<file path="config.mk">
export PLATFORM = sky130hd
export DESIGN_NAME = conv_inst_fetch_flat
export DESIGN_NICKNAME = d
export VERILOG_FILES = /design/src/rtl/conv_inst_fetch_pkg.sv /design/src/rtl/conv_inst_fetch_if.sv /design/src/rtl/conv_inst_fetch.sv /design/src/flat_wrapper.sv
export SDC_FILE = /design/constraint.sdc
export NUM_CORES = 1
export LEC_CHECK = 0
export BUFFER_PORTS_ARGS = -buffer_cell sky130_fd_sc_hd__buf_2
export CORE_MARGIN = 2
export CORE_UTILIZATION = 40
export CTS_CLUSTER_DIAMETER = 120
export CTS_CLUSTER_SIZE = 16
export DETAILED_ROUTE_END_ITERATION = 6
export GPL_TIMING_DRIVEN = 0
export SYNTH_ARGS = -nofsm -noshare
export SYNTH_HDL_FRONTEND = slang
export SYNTH_SLANG_ARGS = --single-unit
</file>
<file path="constraint.sdc">
create_clock -name clk -period 3.5 [get_ports clk]
set_clock_uncertainty 0.1 [all_clocks]
set_input_delay 0.7 -clock clk [delete_from_list [all_inputs] [get_ports clk]]
set_output_delay 0.7 -clock clk [all_outputs]
set_load 0.03 [all_outputs]
</file>
<file path="src/rtl/conv_inst_fetch_pkg.sv">
// Shared defaults and FSM encoding for the conv instruction fetcher.
package conv_inst_fetch_pkg;

   localparam int IRW_D = 30;
   localparam int IN_D  = 3;
   localparam int AW_D  = 14;
   localparam int CW_D  = 8;

   typedef enum logic [1:0] {
      IDLE,
      RUN,
      FIN
   } state_t;

endpackage

</file>
<file path="src/rtl/conv_inst_fetch_if.sv">
// Bundle valid/ready port between the fetcher and the loop stage.
interface conv_inst_fetch_if
   import conv_inst_fetch_pkg::*;
#(
   parameter int W = IRW_D * IN_D
);

   logic [W-1:0] bndl_data;
   logic         bndl_valid;
   logic         bndl_ready;

   modport master (
      output bndl_data,
      output bndl_valid,
      input  bndl_ready
   );

   modport slave (
      input  bndl_data,
      input  bndl_valid,
      output bndl_ready
   );

endinterface

</file>
<file path="src/rtl/conv_inst_fetch.sv">
// Reads instruction words from SRAM and packs IN of them per bundle
// onto a registered valid/ready output.
module conv_inst_fetch
   import conv_inst_fetch_pkg::*;
#(
   parameter int IRW = IRW_D,
   parameter int IN  = IN_D,
   parameter int AW  = AW_D,
   parameter int CW  = CW_D
) (
   input  logic              clk,
   input  logic              rst_n,
   input  logic              start,
   input  logic [AW-1:0]     start_addr,
   input  logic [CW-1:0]     bndl_num,
   output logic              busy,
   output logic              done,
   output logic              mem_en,
   output logic [AW-1:0]     mem_addr,
   input  logic [IRW-1:0]    mem_rdata,
   conv_inst_fetch_if.master bndl
);

   localparam int WCW = $clog2(IN + 1);

   state_t state, state_nxt;

   logic [CW-1:0]      num;
   logic [CW-1:0]      bi;
   logic [CW-1:0]      bo;
   logic [WCW-1:0]     wcnt;
   logic [WCW-1:0]     wbase;
   logic [WCW-1:0]     wnext;
   logic [AW-1:0]      addr;
   logic               rd_v;
   logic [WCW-1:0]     rd_k;
   logic [IRW-1:0]     slot [IN];
   logic               full;
   logic               hs;
   logic               last_in;
   logic               move;
   logic               issue;
   logic               go;
   logic [IRW*IN-1:0]  asm_data;

   assign hs      = bndl.bndl_valid & bndl.bndl_ready;
   assign last_in = rd_v && (rd_k == WCW'(IN - 1));
   // The last word can bypass the buffer straight into the output register.
   assign move    = (last_in || full) && (!bndl.bndl_valid || hs);
   assign issue   = (state == RUN) && (bi < num) &&
                    ((wcnt < WCW'(IN)) || move);
   assign wbase   = (wcnt == WCW'(IN)) ? '0 : wcnt;
   assign wnext   = wbase + WCW'(1);
   assign go      = (state == IDLE) && start;
   assign mem_en  = issue;
   assign mem_addr = addr;

   always_comb begin
      asm_data = '0;
      for (int k = 0; k < IN; k++) begin
         if (k == IN - 1 && !full)
            asm_data[k*IRW +: IRW] = mem_rdata;
         else
            asm_data[k*IRW +: IRW] = slot[k];
      end
   end

   always_ff @(posedge clk or negedge rst_n) begin
      if (!rst_n) state <= IDLE;
      else        state <= state_nxt;
   end

   always_comb begin
      state_nxt = state;
      unique case (state)
         IDLE: if (start) state_nxt = (bndl_num == '0) ? FIN : RUN;
         RUN:  if (hs && bo == num - CW'(1)) state_nxt = FIN;
         FIN:  state_nxt = IDLE;
         default: state_nxt = IDLE;
      endcase
   end

   always_comb begin
      busy = 1'b0;
      done = 1'b0;
      unique case (state)
         IDLE: ;
         RUN:  busy = 1'b1;
         FIN: begin
            busy = 1'b1;
            done = 1'b1;
         end
         default: ;
      endcase
   end

   always_ff @(posedge clk or negedge rst_n) begin
      if (!rst_n) begin
         num  <= '0;
         bi   <= '0;
         bo   <= '0;
         wcnt <= '0;
         addr <= '0;
      end else if (go) begin
         num  <= bndl_num;
         bi   <= '0;
         bo   <= '0;
         wcnt <= '0;
         addr <= start_addr;
      end else begin
         if (hs) bo <= bo + CW'(1);
         if (issue) begin
            addr <= addr + AW'(1);
            wcnt <= wnext;
            if (wnext == WCW'(IN)) bi <= bi + CW'(1);
         end else if (move && wcnt == WCW'(IN)) begin
            wcnt <= '0;
         end
      end
   end

   always_ff @(posedge clk or negedge rst_n) begin
      if (!rst_n) begin
         rd_v <= 1'b0;
         rd_k <= '0;
         full <= 1'b0;
         for (int k = 0; k < IN; k++) slot[k] <= '0;
      end else begin
         rd_v <= issue;
         if (issue) rd_k <= wbase;
         if (rd_v) slot[rd_k] <= mem_rdata;
         if (move)         full <= 1'b0;
         else if (last_in) full <= 1'b1;
      end
   end

   always_ff @(posedge clk or negedge rst_n) begin
      if (!rst_n) begin
         bndl.bndl_data  <= '0;
         bndl.bndl_valid <= 1'b0;
      end else if (move) begin
         bndl.bndl_data  <= asm_data;
         bndl.bndl_valid <= 1'b1;
      end else if (hs) begin
         bndl.bndl_valid <= 1'b0;
      end
   end

endmodule

</file>
<file path="src/flat_wrapper.sv">
// flat-port wrapper written by rule: the top's interface ports become plain ports
module conv_inst_fetch_flat import conv_inst_fetch_pkg::*;
#(
   parameter int IRW = IRW_D,
   parameter int IN  = IN_D,
   parameter int AW  = AW_D,
   parameter int CW  = CW_D
)
  (clk, rst_n, start, start_addr, bndl_num, busy, done, mem_en, mem_addr, mem_rdata, bndl_bndl_data, bndl_bndl_valid, bndl_bndl_ready);
  conv_inst_fetch_if bndl_i ();
  input  logic clk;
  input  logic rst_n;
  input  logic start;
  input  logic [AW-1:0] start_addr;
  input  logic [CW-1:0] bndl_num;
  output logic busy;
  output logic done;
  output logic mem_en;
  output logic [AW-1:0] mem_addr;
  input  logic [IRW-1:0] mem_rdata;
  output wire logic [$bits(bndl_i.bndl_data)-1:0] bndl_bndl_data;
  output wire logic [$bits(bndl_i.bndl_valid)-1:0] bndl_bndl_valid;
  input wire logic [$bits(bndl_i.bndl_ready)-1:0] bndl_bndl_ready;
  assign bndl_bndl_data = bndl_i.bndl_data;
  assign bndl_bndl_valid = bndl_i.bndl_valid;
  assign bndl_i.bndl_ready = bndl_bndl_ready;
  conv_inst_fetch #(.IRW(IRW), .IN(IN), .AW(AW), .CW(CW)) u_core (.clk(clk), .rst_n(rst_n), .start(start), .start_addr(start_addr), .bndl_num(bndl_num), .busy(busy), .done(done), .mem_en(mem_en), .mem_addr(mem_addr), .mem_rdata(mem_rdata), .bndl(bndl_i));
endmodule
</file>
==> results list <==
- For this run, design rule violations remaining after detail routing come to 0.
- Summed over all nets, the half-perimeter wirelength after detailed placement is 16900 um.
* Max-Slew Margin vs Limit: 43.4%
- In this run, the number of DRC markers left after iteration 0 of detailed routing was 277.
* YS warnings: 0
- Internal power consumption: 3.66 mW
- The via count of the first global-routing pass was 7291.
- Across every metal layer, demand over resource in global routing totals 19.0%.
- Switching power of the nets: 1.06 mW
* Width of the die: 160 um
* Family of cells with the greatest summed delay on the critical path: compound AO/OA/AOI/OAI gates
- Floorplan row count: 57
- The number of antenna diodes in the final layout is 0.
* Crit path capture type: output pin
* Net count of the finished layout: 1214
- Largest net degree at the start of global routing: 105
* Critical path type: flop to output pin
- In the synthesized netlist the dominant register cell turns out to be sky130_fd_sc_hd__dfrtp_1.
* Count of mapped cells out of synthesis: 955
- Port Buffer Count: 163
- The critical path goes through ha_1, a211o_1, a21oi_2, o21ai_4, a21o_4, clkinvlp_4, buf_2.
* Post-Synthesis Cell Area: 0.00976 mm2
- Counting flops with a built-in enable in the synthesized netlist gives 0.
- Worst-path maximum fanout: 10
- Drt pass-1 iters: 4
- Dividing total power by cell area gives a power density of 408 mW/mm2.
- Derived from the worst setup path, the maximum achievable clock frequency is 0.297 GHz.
* Detail-routed via count per cell: 4.90
- The number of hold violations in the final report was 0.
* Crit path required time: 2700 ps
- After clock tree synthesis, the clock-pin slew on the worst setup and hold paths is 80 ps.
* Slew @ Worst Pin: 849 ps
- Area of the multi-input gates: 0.00382 mm2
- Net count of the mapped netlist: 1029
- After clock tree synthesis, the setup repair step added 0 buffers.
- Stage delay of the slowest cell on the critical path: 450 ps
* Last weighted congestion value of the routability-driven placer: 0.777
- Clk buf depth: 3
- In this run switching power makes up 22.5% of total power.
- Mean cell area of the mapped netlist: 10.2 um2
- Share of synthesized registers carrying an async set or reset: 100%
- Slack of the worst reg-to-reg path: 740 ps
- Synthesis inferred 227 register bits.
- Core box area: 0.0241 mm2
* Clock tree root buffer cell: sky130_fd_sc_hd__clkbuf_16
- Count of non-filler cells in the finished layout: 1464
- FF+latch area: 0.00568 mm2
- For this block, the routed nets add up to 23900 um of wire.
- Final setup vio count: 0
- Unrepaired setup endpoints after global routing: no
- The floorplan step set the die height to 160 um.
* Share of power burned in the clock network: 39.5%
- Count of max-cap constraint violations: 0
* Part of the Yosys area used for sequential elements: 58.2%
- In this run the number of H-tree levels came out at 1.
- The die covers 0.0257 mm2.
* Time the final worst path needs with I/O delays and setup: 3360 ps
* Fill cells: 2362
* VDD IR max: 264 uV
- Summed over all cells, the static leakage comes to 5.64 nW.
- # hold bufs at CTS: 0
- Cell count after placement: 1444
* Buffer and inverter count on the worst path: 2
- Startpoint type of the worst setup path: flop
* Clock latency on the worst-skew pair: 510 ps
- Class of the most critical hold timing path: primary input to asynchronous set/reset pin
- Residual overflow from global routing: 0
- Dividing the detail-routed wire length by the instance count gives 16.3 um.
- Data arrival time of the critical path: 2560 ps
* Share of power burned in combinational logic: 3.6%
- The endpoint identified for the worst register-to-register timing path is u_core.bndl.bndl_data[30].
- The post-route netlist has 22.6% of its cells at a drive strength greater than 1.
- Vias: 7178
- TritonCTS built the clock tree.
* Initial core utilization: 40.5%
- Registers are responsible for 56.9% of the overall power.
* Global-route wire length before repair: 39400 um
- Initial antenna violation count: 1
- Counting the buffers created by CTS gives 18.
* Antenna Nets Post-Route: 0
* Cell type of the slowest stage on the worst timing path: sky130_fd_sc_hd__dfrtp_1
- The flow ran to the end, and the final reports show no timing, DRC or antenna violations.
- The number of cells on the worst reg-to-reg path is 8.
- Synthesis-to-layout area growth: 18.5%
* Launching point of the worst reg2reg path: u_core.rd_k[1]
* Number of I/O pins: 164
- Setup total negative slack on the finished layout was measured at 0 ps.
* Distinct cell type count of the synthesized netlist: 50
- Number of sinks handled by clock tree synthesis: 227
- The worst path uses 96.0% of the clock period.
- The max-slew violation total from the final report is 0.
==> logic make-up (layout without fill, tap and decap cells) <==
| logic type | after synthesis | after routing | share of synthesized area, % |
|---|---|---|---|
| and+or+nand+nor | 416 | 416 | 17.5 |
| DFF | 227 | 227 | 58.2 |
| AOI/OAI and AO/OA | 104 | 104 | 6.64 |
| muxes | 91 | 91 | 10.1 |
| buffers and inverters | 73 | 258 | 2.92 |
| xor gates and xnor gates | 26 | 26 | 2.33 |
| adders and majority gates | 18 | 18 | 2.31 |
==> cell usage after synthesis, types with 2 or more instances <==
master | count | area share (%)
sky130_fd_sc_hd__nand2_1 | 335 | 13
sky130_fd_sc_hd__dfrtp_1 | 227 | 58
sky130_fd_sc_hd__mux2_2 | 60 | 6.9
sky130_fd_sc_hd__o21ai_0 | 51 | 2.6
sky130_fd_sc_hd__clkbuf_1 | 43 | 1.7
sky130_fd_sc_hd__mux2i_1 | 31 | 3.2
sky130_fd_sc_hd__inv_1 | 26 | 1.0
sky130_fd_sc_hd__nor2_1 | 26 | 1.0
sky130_fd_sc_hd__ha_1 | 18 | 2.3
sky130_fd_sc_hd__xnor2_1 | 18 | 1.6
sky130_fd_sc_hd__a21oi_1 | 15 | 0.77
sky130_fd_sc_hd__nand3_1 | 10 | 0.51
sky130_fd_sc_hd__a31oi_1 | 8 | 0.51
sky130_fd_sc_hd__nand4_1 | 8 | 0.51
sky130_fd_sc_hd__xor2_1 | 8 | 0.72
sky130_fd_sc_hd__nand2b_1 | 7 | 0.45
sky130_fd_sc_hd__a211oi_1 | 6 | 0.46
sky130_fd_sc_hd__and3_1 | 5 | 0.32
sky130_fd_sc_hd__or3_1 | 5 | 0.32
sky130_fd_sc_hd__or4_1 | 5 | 0.38
sky130_fd_sc_hd__a2111oi_0 | 4 | 0.36
sky130_fd_sc_hd__nand3b_1 | 3 | 0.23
sky130_fd_sc_hd__nor3_1 | 3 | 0.15
sky130_fd_sc_hd__o31ai_1 | 3 | 0.23
sky130_fd_sc_hd__a31o_2 | 2 | 0.18
sky130_fd_sc_hd__and2_1 | 2 | 0.13
sky130_fd_sc_hd__and4_1 | 2 | 0.18
sky130_fd_sc_hd__nor3b_1 | 2 | 0.15
==> timing repair <==
action	in CTS	in global routing
gates cloned	0	0
setup endpoints to repair	1	1
resized for setup	3	5
endpoints found under the hold margin	0	0
==> stage by stage <==
stage | power, mW | hold WS, ps | util, % | worst slack (ps) | instance area [um2]
floorplan | 2.78 | 304 | - | 794 | 9760
global placement | 2.90 | 339 | 45.5 | -2520 | 11000
detailed placement | 2.91 | 348 | 45.8 | 226 | 11000
CTS | 4.79 | 22.7 | 47.9 | 12.7 | 11500
global route | 4.92 | 44.4 | 48.0 | 4.80 | 11600
finish | 4.72 | 11.5 | 48.0 | 138 | 11600
==> worst max-delay path by stage <==
stage | start | end | slack [ps] | cells past startpoint
2_1_floorplan | u_core.num[3] | mem_en | 790 | 7
3_5_place_dp | bndl_bndl_ready | mem_en | 230 | 8
3_3_place_gp | rst_n | u_core.bndl.bndl_data[20] | -2520 | 1
5_1_grt | u_core.num[3] | mem_en | 5 | 8
6_report | u_core.bi[3] | mem_en | 140 | 7
4_1_cts | u_core.num[3] | mem_en | 10 | 8
==> sequential cells by signal, indices dropped and copies added (netlist names), 2 cells and up <==
signal	cells
u_core.bo	8
u_core.state	2
u_core.bi	8
u_core.slot	30
u_core.wcnt	2
u_core.rd_k	2
u_core.mem_addr	14
u_core.num	8
u_core.asm_data	60
u_core.bndl.bndl_data	90
==> cells in the final DEF, fill, tap and decap left out, drive strengths merged, types with 15 or more instances in the layout <==
cell and count:
xnor2 18, mux2 60, a21oi 15, nor2 26, mux2i 31, o21ai 53
inv 25, clkbuf 61, buf 168, dfrtp 227, nand2 335, ha 18
==> power groups by stage <==
stage	sequential [mW]	clock, mW	combinational (mW)
6_report	2.68	1.87	0.168
5_1_grt	2.69	2.04	0.192
4_1_cts	2.68	1.93	0.174
3_5_place_dp	2.74	0	0.173
3_3_place_gp	2.74	0	0.162
2_1_floorplan	2.73	0	0.0505
==> routing by layer <==
layer	routed length, um	vias to the layer above	global-route usage (%)
li1	-	3516	-
met1	11100	3524	26.0
met2	11200	118	31.5
met3	1300	18	4.34
met4	222	2	3.07
met5	14	-	0
==> worst reg2reg max path, stage by stage, from the launching register on <==
cell                       delay, ps
sky130_fd_sc_hd__dfrtp_1         430
sky130_fd_sc_hd__and3b_1         200
sky130_fd_sc_hd__buf_4           150
sky130_fd_sc_hd__o21ai_4         210
sky130_fd_sc_hd__clkbuf_1        500
sky130_fd_sc_hd__clkinv_1        470
sky130_fd_sc_hd__clkbuf_1        380
sky130_fd_sc_hd__nand2_1         160
sky130_fd_sc_hd__nand2_1          50
==> area by class of cell <==
type	instances	area share (%)
flip-flops and latches	227	49.1
multi-input cells	655	33.1
repair buffers	165	7.62
clock buffers	18	3.90
well taps	324	3.51
plain buffers	46	1.59
inverters	27	0.909
clock inverters	2	0.281
No activity file was read; power rests on OpenSTA's default activity.
